--- src/rtl/rf_arb_pkg.sv ---
// Shared types for the register-file write-port arbiter: register address width,
// arbiter FSM states and write-port ownership encoding.
package rf_arb_pkg;

    localparam int REG_ADDR_W = 5;

    typedef enum logic [1:0] {
        IDLE,
        WAIT,
        HOLD
    } arbState_t;

    typedef enum logic [1:0] {
        OWN_NONE,
        OWN_WB,
        OWN_LLU
    } owner_t;

endpackage

--- src/rtl/rf_scoreboard.sv ---
// Pending-write scoreboard for long-latency results: one busy bit per register,
// set on LLU issue, cleared on LLU commit, looked up by three decode ports.
module rf_scoreboard
    import rf_arb_pkg::*;
#(
    parameter int NREG = 32
) (
    input  logic                  clk_i,
    input  logic                  rst_n_i,
    input  logic                  i_set,
    input  logic [REG_ADDR_W-1:0] i_setRd,
    input  logic                  i_clr,
    input  logic [REG_ADDR_W-1:0] i_clrRd,
    input  logic [REG_ADDR_W-1:0] i_rs1,
    input  logic [REG_ADDR_W-1:0] i_rs2,
    input  logic [REG_ADDR_W-1:0] i_rd,
    output logic                  o_hazard
);

    logic [NREG-1:0] r_busy;
    logic [NREG-1:0] w_busyNext;

    // Set is applied after clear so a same-cycle commit and re-issue keeps the bit.
    always_comb begin
        w_busyNext = r_busy;
        if (i_clr) begin
            w_busyNext[i_clrRd] = 1'b0;
        end
        if (i_set) begin
            w_busyNext[i_setRd] = 1'b1;
        end
        w_busyNext[0] = 1'b0;
    end

    always_ff @(posedge clk_i or negedge rst_n_i) begin
        if (!rst_n_i) begin
            r_busy <= '0;
        end else begin
            r_busy <= w_busyNext;
        end
    end

    assign o_hazard = r_busy[i_rs1] | r_busy[i_rs2] | r_busy[i_rd];

    // Re-issuing to a busy register is only legal when it commits in the same cycle.
    assert property (@(posedge clk_i) disable iff (!rst_n_i)
        !(i_set && (i_setRd != '0) && r_busy[i_setRd] && !(i_clr && (i_clrRd == i_setRd))));

endmodule

--- src/rtl/rf_wb_arbiter.sv ---
// Register-file write-port arbiter between the WB stage and a long-latency unit.
// Optional starvation guard (WAIT/HOLD FSM, wb_hold_o) enabled by RF_ARB_STARVE_EN.
module rf_wb_arbiter
    import rf_arb_pkg::*;
#(
    parameter int XLEN       = 32,
    parameter int NREG       = 32,
    parameter int STARVE_MAX = 4
) (
    input  logic                  clk_i,
    input  logic                  rst_n_i,
    input  logic                  wb_wren_i,
    input  logic [REG_ADDR_W-1:0] wb_rd_i,
    input  logic [XLEN-1:0]       wb_data_i,
    output logic                  wb_hold_o,
    input  logic                  llu_issue_i,
    input  logic [REG_ADDR_W-1:0] llu_issue_rd_i,
    input  logic                  llu_valid_i,
    input  logic [REG_ADDR_W-1:0] llu_rd_i,
    input  logic [XLEN-1:0]       llu_data_i,
    output logic                  llu_ready_o,
    input  logic [REG_ADDR_W-1:0] dec_rs1_i,
    input  logic [REG_ADDR_W-1:0] dec_rs2_i,
    input  logic [REG_ADDR_W-1:0] dec_rd_i,
    output logic                  stall_o,
    output logic                  rf_wren_o,
    output logic [REG_ADDR_W-1:0] rf_addr_o,
    output logic [XLEN-1:0]       rf_data_o
);

    if (STARVE_MAX < 1) begin : gStarveMaxCheck
        $error("STARVE_MAX must be at least 1");
    end

    owner_t w_owner;
    logic   w_wbReq;
    logic   w_commit;
    logic   w_hazard;

    assign w_wbReq = wb_wren_i && (wb_rd_i != '0);

    // WB has priority; a WB write to x0 leaves the slot free for the LLU.
    always_comb begin
        w_owner = OWN_NONE;
        if (!rst_n_i) begin
            w_owner = OWN_NONE;
        end else if (w_wbReq) begin
            w_owner = OWN_WB;
        end else if (llu_valid_i) begin
            w_owner = OWN_LLU;
        end
    end

    always_comb begin
        rf_wren_o   = 1'b0;
        rf_addr_o   = '0;
        rf_data_o   = '0;
        llu_ready_o = 1'b0;
        case (w_owner)
            OWN_WB: begin
                rf_wren_o = 1'b1;
                rf_addr_o = wb_rd_i;
                rf_data_o = wb_data_i;
            end
            OWN_LLU: begin
                rf_wren_o   = (llu_rd_i != '0);
                rf_addr_o   = llu_rd_i;
                rf_data_o   = llu_data_i;
                llu_ready_o = 1'b1;
            end
            default: begin
            end
        endcase
    end

    assign w_commit = llu_valid_i && llu_ready_o;

    rf_scoreboard #(
        .NREG (NREG)
    ) u_scoreboard (
        .clk_i    (clk_i),
        .rst_n_i  (rst_n_i),
        .i_set    (llu_issue_i),
        .i_setRd  (llu_issue_rd_i),
        .i_clr    (w_commit),
        .i_clrRd  (llu_rd_i),
        .i_rs1    (dec_rs1_i),
        .i_rs2    (dec_rs2_i),
        .i_rd     (dec_rd_i),
        .o_hazard (w_hazard)
    );

    assign stall_o = rst_n_i && w_hazard;

`ifdef RF_ARB_STARVE_EN
    localparam int CNT_W = $clog2(STARVE_MAX) + 1;

    arbState_t        r_state;
    arbState_t        w_nextState;
    logic [CNT_W-1:0] r_starveCnt;
    logic             r_wbHold;
    logic             w_blocked;

    assign w_blocked = llu_valid_i && !llu_ready_o;

    always_comb begin
        w_nextState = r_state;
        case (r_state)
            IDLE: begin
                if (w_blocked) begin
                    w_nextState = WAIT;
                end
            end
            WAIT: begin
                if (!w_blocked) begin
                    w_nextState = IDLE;
                end else if (r_starveCnt == CNT_W'(STARVE_MAX - 1)) begin
                    w_nextState = HOLD;
                end
            end
            HOLD: begin
                w_nextState = IDLE;
            end
            default: begin
                w_nextState = IDLE;
            end
        endcase
    end

    // The hold flag is asserted during HOLD so the pipeline leaves the following slot empty.
    always_ff @(posedge clk_i or negedge rst_n_i) begin
        if (!rst_n_i) begin
            r_state     <= IDLE;
            r_starveCnt <= '0;
            r_wbHold    <= 1'b0;
        end else begin
            r_state  <= w_nextState;
            r_wbHold <= (w_nextState == HOLD);
            if ((r_state == WAIT) && (w_nextState == WAIT)) begin
                if (r_starveCnt != '1) begin
                    r_starveCnt <= r_starveCnt + 1'b1;
                end
            end else begin
                r_starveCnt <= '0;
            end
        end
    end

    assign wb_hold_o = r_wbHold;

    assert property (@(posedge clk_i) disable iff (!rst_n_i) wb_hold_o |=> !w_wbReq);
`else
    assign wb_hold_o = 1'b0;
`endif

endmodule

--- config.mk ---
export PLATFORM = sky130hd
export DESIGN_NAME = rf_wb_arbiter
export DESIGN_NICKNAME = d
export VERILOG_FILES = /design/src/rtl/rf_arb_pkg.sv /design/src/rtl/rf_scoreboard.sv /design/src/rtl/rf_wb_arbiter.sv
export SDC_FILE = /design/constraint.sdc
export NUM_CORES = 1
export LEC_CHECK = 0
export ABC_AREA = 1
export CAP_MARGIN = 10
export CORE_UTILIZATION = 48
export DETAILED_ROUTE_END_ITERATION = 6
export DONT_BUFFER_PORTS = 1
export MAX_ROUTING_LAYER = met4
export PLACE_DENSITY_LB_ADDON = 0.25
export RECOVER_POWER = 50
export SETUP_SLACK_MARGIN = 0.3
export SLEW_MARGIN = 20
export SYNTH_ARGS = -nofsm -noshare
export SYNTH_HDL_FRONTEND = slang
export SYNTH_SLANG_ARGS = --single-unit
--- constraint.sdc ---
create_clock -name clk_i -period 4.6 [get_ports clk_i]
set_input_delay 0.46 -clock clk_i [delete_from_list [all_inputs] [get_ports clk_i]]
set_output_delay 0.46 -clock clk_i [all_outputs]
set_load 0.05 [all_outputs]
==> results.json, run 1 <==
{
  "netlist_area_um2": 2970,
  "synth.distinct_cells": 23,
  "drcViolationCount": 0,
  "grt_max_degree": 39,
  "fin_crit_ps": 3240,
  "synth_xor_area_frac": 0,
  "cts_buffer_depth": 2,
  "worst_pin_slew_ps": 1580,
  "boundaryPins": 140,
  "status": "finished, violations left",
  "fp.dieW_um": 80.7,
  "slew_headroom": -0.0544,
  "synth_simple_gate_area_frac": 0.420,
  "grt_pass1_wl_um": 14000,
  "worstSetupEndpointType": "primary output",
  "first_global_vias": 2862,
  "crit_chain": "or2_1, o41ai_1, nand3_1, ha_1, a21oi_1, clkbuf_1",
  "antenna_found_initial": 0,
  "max_cap_viol_count": 1,
  "dp_hpwl_um": 7400,
  "violations": "max-capacitance violations, max-slew violations",
  "ys_seq_area_frac": 0.261,
  "syn_avg_cell_area_um2": 5.78,
  "gp_congestion": 0.935,
  "path_class": "in -> out",
  "first_pass_iters": 5,
  "areaGrowthSynthToFinish_pct": 11.4,
  "synthAdderAreaFrac": 0.0126,
  "numCtsBuffers": 5,
  "cts_tree": "yes",
  "report.final.slew_viol_count": 32,
  "drt_iter0_drc": 363,
  "cts_resized": 0,
  "grt_remaining_overflow": 0,
  "largest_reg_flops": 31,
  "ir_drop_v": 0.000229,
  "p_total_w": 0.00102,
  "clockRootBuffer": "clkbuf_8",
  "layout-drive-gt1-share": 0.0912,
  "synth_top_family_by_area": "simple AND/OR/NAND/NOR gates",
  "track_usage": 0.290,
  "final-hold-violation-count": 0,
  "post_cts_buffers": 0,
  "final_antenna_net_count": 0,
  "power_density_nw_per_um2": 308,
  "rows": 28,
  "critPathLaunchType": "input port",
  "ys_warn_count": 0,
  "die_area_um2": 6500,
  "mostFrequentLayoutCell": "nand2_1",
  "synth-seq-cells": 31,
  "synth_compound_area_frac": 0.179,
  "start_util": 0.499,
  "dp_cells": 602,
  "diodes": 0,
  "reg_top3": "u_scoreboard.r_busy x31",
  "rsz0062_at_grt": "false",
  "critPathSlowestCell": "ha_1",
  "synth.area.mux_share": 0,
  "finalSetupTns_ps": 0,
  "synthCells": 514,
  "drt_wl_total_um": 9440,
  "clkTransAtPathRegs_ps": 60,
  "routedWlPerCell_um": 15.4,
  "cp.required_ps": 4140,
  "crit_fanout": 38,
  "cts_sinks": 31,
  "vias": 3524,
  "io_buffers": 0,
  "min_path_type": "in -> reg",
  "fmax_mhz": 308,
  "clk_latency_ps": 280,
  "viasPerCell": 5.76,
  "syn_nets": 616,
  "regMostFlops": "u_scoreboard.r_busy",
  "fin_crit_sh": 0.705,
  "chipHeight_um": 80.7,
  "p_leak_nw": 1.57,
  "critPathArrivalTime_ps": 2780,
  "whs_ps": 402,
  "setup_viol": 0,
  "nets": 638,
  "fin_cells": 612,
  "hold_buffers": 2,
  "core_area_um2": 5960,
  "final_cell_mix": "188 x nand2_1, 100 x nand3_1, 62 x o21ai_0",
  "h-tree-depth": 2,
  "critical-path-max-stage-delay_ps": 720,
  "clock_skew_ps": 0
}
worst max-delay path: cells and delay by family:
kind / cells / cell delay [ps]
compound gates: 2 / 710
fa+ha+maj: 1 / 720
buf+inv: 1 / 490
simple gates: 2 / 390
layer usage:
layer / vias to the layer above / track usage / part of all wire
met5: - / - / 0
met4: 0 / 0.113 / 0.023
li1: 1728 / - / -
met3: 22 / 0.0568 / 0.082
met2: 174 / 0.444 / 0.48
met1: 1600 / 0.378 / 0.42
synth_stat cells (all sizes together):
cell type	instances	area share
a21oi	40	0.069
nand4	2	0.0042
nor2	2	0.0025
dfrtp	31	0.26
inv	55	0.073
buf	18	0.045
nand2	188	0.24
clkbuf	7	0.0089
ha	3	0.013
nand3	100	0.17
o31ai	1	0.0025
or2	2	0.0042
o21ai	62	0.10
o41ai	1	0.0030
nand3b	1	0.0025
conb	1	0.0013
cell type report:
class / count / area (µm²)
clock inverter: 2 / 35.0
fill: 605 / 2650
multi-input combinational: 403 / 1820
tap: 75 / 93.8
timing repair buffer: 40 / 288
clock buffer: 6 / 82.6
inverter: 55 / 216
sequential: 31 / 776
power breakdown:
| part | switching (W) | internal, W |
|---|---|---|
| combinational | 0.000212 | 0.000112 |
| sequential | 0.0000845 | 0.000336 |
| clock | 0.0000997 | 0.000175 |
| total | 0.000396 | 0.000623 |
logic make-up (layout without fill, tap and decap cells):
family	Yosys count	count (layout)
AOI/OAI and AO/OA	104	104
DFF	31	31
adders and majority gates	3	3
buffers and inverters	80	103
and+or+nand+nor	295	295
other	1	1
per-stage QoR:
stage / cell area, µm² / utilization / setup WS (ps)
after floorplan: 2970 / - / 1090
after global placement: 3190 / 0.536 / 1600
after detailed placement: 3190 / 0.536 / 1540
after CTS: 3340 / 0.561 / 1530
after global routing: 3310 / 0.555 / 1070
final: 3310 / 0.555 / 1360
worst paths after layout:
path                                    startpoint                 endpoint  slack, ps  cells past startpoint
max                                     wb_rd_i[0]            rf_data_o[19]       1360                      6
min                              llu_issue_rd_i[2]   u_scoreboard.r_busy[4]        400                      2
max reg2reg                u_scoreboard.r_busy[17]  u_scoreboard.r_busy[17]       3780                      2
min reg2reg                 u_scoreboard.r_busy[7]   u_scoreboard.r_busy[7]        570                      2
max in group asynchronous                  rst_n_i   u_scoreboard.r_busy[9]       2570                      2
min in group asynchronous                  rst_n_i  u_scoreboard.r_busy[29]       1110                      2
No activity file was read; power rests on OpenSTA's default activity.
==> run 2: changes to the inputs <==
clock period = 2.7 ns   (was 4.6 ns; I/O delays follow)
==> run 2 against run 1 <==
Power rose by 71%; largest cell class unchanged; critical path type unchanged; the flow still finishes with violations (max-capacitance violations, max-slew violations); final cell count fell by 3.9%; setup slack got worse by 1100 ps; register-to-register slack got worse by 1900 ps; first-iteration DRC count rose by 0.55%.
==> results.json, run 2 (synthesized netlist as in run 1, its figures left out) <==
{
  "chipHeight_um": 80.7,
  "vias": 3495,
  "grt.busiest_layer": "met2",
  "regMostFlops": "u_scoreboard.r_busy",
  "fmax_mhz": 413,
  "drcViolationCount": 0,
  "mostFrequentLayoutCell": "nand2_1",
  "status": "finished, violations left",
  "h-tree-depth": 2,
  "antenna_found_initial": 0,
  "critPathSlowestCell": "a21oi_4",
  "start_util": 0.499,
  "grt_max_degree": 39,
  "largest_reg_flops": 31,
  "setup_viol": 0,
  "clkTransAtPathRegs_ps": 60,
  "min_path_type": "in -> reg",
  "slew_headroom": -0.0660,
  "areaGrowthSynthToFinish_pct": 22.3,
  "fin_crit_sh": 0.896,
  "cts_sinks": 31,
  "cp.required_ps": 2430,
  "numCtsBuffers": 5,
  "rsz0062_at_grt": "false",
  "final-hold-violation-count": 0,
  "crit_fanout": 18,
  "final_cell_mix": "188 x nand2_1, 100 x nand3_1, 62 x o21ai_0",
  "drt_iter0_drc": 365,
  "gp_congestion": 0.899,
  "post-place-ws_ps": 135,
  "fin_crit_ps": 2420,
  "die_area_um2": 6500,
  "grt_pass1_wl_um": 14800,
  "cts_buffer_depth": 2,
  "viasPerCell": 5.94,
  "use_met2": 0.472,
  "fp.dieW_um": 80.7,
  "first_pass_iters": 6,
  "violations": "max-capacitance violations, max-slew violations",
  "critPathArrivalTime_ps": 2150,
  "drt_wl_total_um": 9920,
  "reg_top3": "u_scoreboard.r_busy x31",
  "max_cap_viol_count": 1,
  "worst_pin_slew_ps": 1600,
  "final_antenna_net_count": 0,
  "dp_hpwl_um": 7610,
  "grt_remaining_overflow": 0,
  "cts_tree": "yes",
  "layout-drive-gt1-share": 0.125,
  "io_buffers": 0,
  "track_usage": 0.305,
  "nets": 614,
  "finalSetupTns_ps": 0,
  "worstSetupEndpointType": "primary output",
  "r2r_setup_slack_ps": 1880,
  "path_class": "in -> out",
  "crit_chain": "or2_1, o41ai_1, nand3_1, inv_1, ha_4, buf_6, nand2_1, a21oi_4",
  "grtUsageMet3": 0.0386,
  "routedWlPerCell_um": 16.9,
  "clk_latency_ps": 280,
  "power_density_nw_per_um2": 480,
  "use_met1": 0.404,
  "boundaryPins": 140,
  "rows": 28,
  "first_global_vias": 3029,
  "core_area_um2": 5960,
  "p_leak_nw": 1.49,
  "finalWorstSetupSlack_ps": 281,
  "clock_skew_ps": 0,
  "diodes": 0,
  "report.final.slew_viol_count": 32,
  "clockRootBuffer": "clkbuf_8",
  "ir_drop_v": 0.000493,
  "critical-path-max-stage-delay_ps": 370,
  "critPathLaunchType": "input port"
}
[run 2: changes by cell type in the layout (fill, tap and decap cells not counted), sizes merged]
| cell | delta |
|---|---|
| buf | -22 |
| clkinv | -1 |
| bufinv | -1 |
[run 2: area by class of cell]
class | instances | area, µm²
Clock buffer | 8 | 100
Fill cell | 552 | 2320
Inverter | 55 | 216
Multi-Input combinational cell | 403 | 2230
Sequential cell | 31 | 776
Tap cell | 75 | 93.8
Timing Repair Buffer | 16 | 219
[run 2: stage by stage]
stage | util | hold slack [ps] | power (W) | cell area, µm² | std cells
final | 0.610 | 240 | 0.00174 | 3630 | 588
after CTS | 0.610 | 226 | 0.00173 | 3630 | 586
after global placement | 0.588 | -24.4 | 0.00130 | 3500 | 576
after global routing | 0.610 | 242 | 0.00186 | 3630 | 588
after detailed placement | 0.588 | -24.6 | 0.00133 | 3500 | 576
after floorplan | - | -25.6 | 0.00118 | 3370 | 514
[run 2: worst paths after layout]
kind | startpoint | to | cells past startpoint
max | wb_rd_i[0] | rf_data_o[16] | 8
min | llu_issue_rd_i[4] | u_scoreboard.r_busy[23] | 2
max reg2reg | u_scoreboard.r_busy[31] | u_scoreboard.r_busy[31] | 2
min reg2reg | u_scoreboard.r_busy[3] | u_scoreboard.r_busy[3] | 2
max in group asynchronous | rst_n_i | u_scoreboard.r_busy[1] | 2
min in group asynchronous | rst_n_i | u_scoreboard.r_busy[12] | 2
[run 2: metal layers]
metal / wire length [µm] / part of all wire
met1: 4120 / 0.42
met5: 0 / 0
met3: 886 / 0.089
met4: 176 / 0.018
met2: 4740 / 0.48
[run 2: where the power goes]
group | internal, W | leakage, nW | switching [W] | total (W)
Sequential | 0.000573 | 0.357 | 0.000144 | 0.000717
Combinational | 0.000217 | 1.08 | 0.000413 | 0.000630
Clock | 0.000232 | 0.0515 | 0.000163 | 0.000395
Total | 0.00102 | 1.49 | 0.000720 | 0.00174
[run 2: timing repair]
action | in CTS | in global routing
buffers inserted | 0 | 2
cloned | 0 | 0
pin swaps | 0 | 1
endpoints found under the setup margin | 13 | 51
gates resized for setup | 0 | 1
endpoints found under the hold margin | 31 | 0
hold buffers | 2 | 0
[run 2: worst max-delay path: cells and delay by family]
family | cells | cell delay, ps
buffers and inverters | 2 | 370
AO/OA/AOI/OAI | 2 | 710
adder cells (fa/ha/maj) | 1 | 240
AND/OR/NAND/NOR | 3 | 540
==> run 3: changes to the inputs <==
ABC_CLOCK_PERIOD_IN_PS = 2700   (was default)
==> results of run 3 <==
The final DEF is identical to that of run 2; final timing and power are the same.
==> variant: new RTL, flow settings as in run 1 <==
The option `RF_ARB_STARVE_EN` is turned on by a define.
--- a/src/rtl/rf_wb_arbiter.sv
+++ b/src/rtl/rf_wb_arbiter.sv
@@ -1,5 +1,7 @@
 // Register-file write-port arbiter between the WB stage and a long-latency unit.
 // Optional starvation guard (WAIT/HOLD FSM, wb_hold_o) enabled by RF_ARB_STARVE_EN.
+`define RF_ARB_STARVE_EN
+
 module rf_wb_arbiter
     import rf_arb_pkg::*;
 #(
Formal check against the unedited RTL: not equivalent (a bounded check fails within 10 cycles, from zero or initial values and one cycle with rst_n_i low).
==> variant against run 1 <==
  * The flow finishes with violations (design-rule violations, max-capacitance violations, max-slew violations)
  * Clock power fell by 23%
  * Setup slack got worse by 49 ps
  * Sequential cell count rose by 6
  * Design area rose by 6.7%
  * Routed wire length rose by 9.7%
  * Power rose by 0.48%
  * Synthesized area rose by 8.3%
  * Non-clock buffer count fell by 1
  * Largest power group unchanged
  * Highest routed layer unchanged
==> variant: results (changes against run 1) <==
- Status: finished, violations left (unchanged)
- Failing checks: design-rule violations, max-capacitance violations, max-slew violations (was max-capacitance violations, max-slew violations)
- Synth area leaders: dfrtp_1 29%, nand2_1 22%, nand3_1 16% (was dfrtp_1 26%, nand2_1 24%, nand3_1 17%)
- Post-place instance area: 3440 µm² (was 3190 µm²)
- Placed insts: 629 (was 602)
- Non-filler cells, final: 638 (was 612)
- Nets: 664 (was 638)
- Worst Skew: 1.77 ps (was 0 ps)
- Worst Tran Pin Value: 1850 ps (was 1580 ps)
- Slew Limit Fails: 38 (was 32)
- Max VDD drop: 0.203 mV (was 0.229 mV)
- DP HPWL: 7980 µm (was 7400 µm)
- Initial DRC count: 264 (was 363)
- Largest net degree at the start of global routing: 41 (was 39)
- Static leakage: 1.69 nW (was 1.57 nW)
- CP arrival: 2830 ps (was 2780 ps)
- Synthesized area per cell: 5.98 µm² (was 5.78 µm²)
- # DRC: 2 (was 0)
- Layout fillers: 657 (was 605)
- Total of max-cap violations: 1 (unchanged)
- Gr usage total: 0.298 (was 0.290)
- Routed WL: 10,400 µm (was 9440 µm)
- Post-synth top cells: 191 x nand2_1, 101 x nand3_1, 62 x o21ai_0, 54 x inv_1, 41 x a21oi_1 (was 188 x nand2_1, 100 x nand3_1, 62 x o21ai_0, 50 x inv_1, 39 x a21oi_1)
- Drt pass-1 iters: 7 (was 5)
- Global-route wire length before repair: 16,300 µm (was 14,000 µm)
- Sequential cell area fraction in the yosys report: 0.288 (was 0.261)
- Share of layout cells above drive strength 1: 0.0909 (was 0.0912)
- Vias in the first global route: 3,414 (was 2,862)
-- variant: cell types whose count changed in the layout (fill, tap and decap cells not counted), moves of 3 or more --
| cell | delta |
|---|---|
| nor2_1 | +8 |
| dfrtp_1 | +6 |
| inv_1 | +4 |
| buf_4 | +3 |
| nand2_1 | +3 |
-- variant: worst paths after layout --
| path | to | start | slack [ps] | cells after the start |
|---|---|---|---|---|
| worst max-delay path | rf_data_o[19] | wb_rd_i[0] | 1310 | 8 |
| worst min-delay path | r_state[1] | llu_valid_i | 380 | 2 |
| worst max register to register | r_starveCnt[0] | r_starveCnt[0] | 2960 | 4 |
| worst min register to register | r_state[0] | r_state[0] | 470 | 1 |
| max in group asynchronous | u_scoreboard.r_busy[17] | rst_n_i | 2860 | 1 |
| min in group asynchronous | u_scoreboard.r_busy[21] | rst_n_i | 680 | 1 |
-- variant: area by class of cell --
type | instances | area, µm² | share of cell area
Inverter | 57 | 219 | 0.0621
Clock inverter | 2 | 10.0 | 0.00284
Timing Repair Buffer | 39 | 289 | 0.0819
Sequential cell | 37 | 926 | 0.262
Multi-Input combinational cell | 420 | 1920 | 0.543
Tap cell | 77 | 96.3 | 0.0273
Clock buffer | 6 | 72.6 | 0.0206
-- variant: layer usage --
layer | routed length [µm] | share of wire | GRT usage
met1 | 4120 | 0.40 | 0.374
met2 | 5050 | 0.49 | 0.492
met3 | 862 | 0.083 | 0.0485
met4 | 328 | 0.032 | 0.0987
met5 | 0 | 0 | -
-- variant: critical path: stages --
cell     delay (ps)
or4_1           500
o21ai_0         210
nand3_1         130
inv_1            80
ha_2            790
nand2_1         120
a21oi_1         270
buf_4           260
-- variant: metrics by stage --
stage               total power, mW  setup slack [ps]  utilization
finish                         1.02              1310        0.549
global route                   1.09              1160        0.549
CTS                            1.02              1430        0.552
detailed placement            0.804              1400        0.536
global placement              0.791              1450        0.536
floorplan                     0.714               956            -
-- variant: power by group through the flow --
stage / Clock (mW) / Sequential [mW] / Combinational [mW]
5_1_grt: 0.229 / 0.488 / 0.377
6_report: 0.211 / 0.482 / 0.331
2_1_floorplan: 0 / 0.440 / 0.274
3_3_place_gp: 0 / 0.480 / 0.312
3_5_place_dp: 0 / 0.482 / 0.322
4_1_cts: 0.213 / 0.476 / 0.331
-- variant: what timing repair did --
item                      CTS  global route
resized for setup           0             0
hold buffers                1             0
buffers inserted            0             0
hold endpoints to repair   37             0
-- variant: cell families after synthesis --
kind of cell / count (synthesis) / synth area share
xor+xnor: 1 / 0.00272
compound gates: 106 / 0.167
buf+inv: 81 / 0.117
simple gates: 307 / 0.403
flops: 37 / 0.288
mux: 1 / 0.00311
fa+ha+maj: 5 / 0.0194
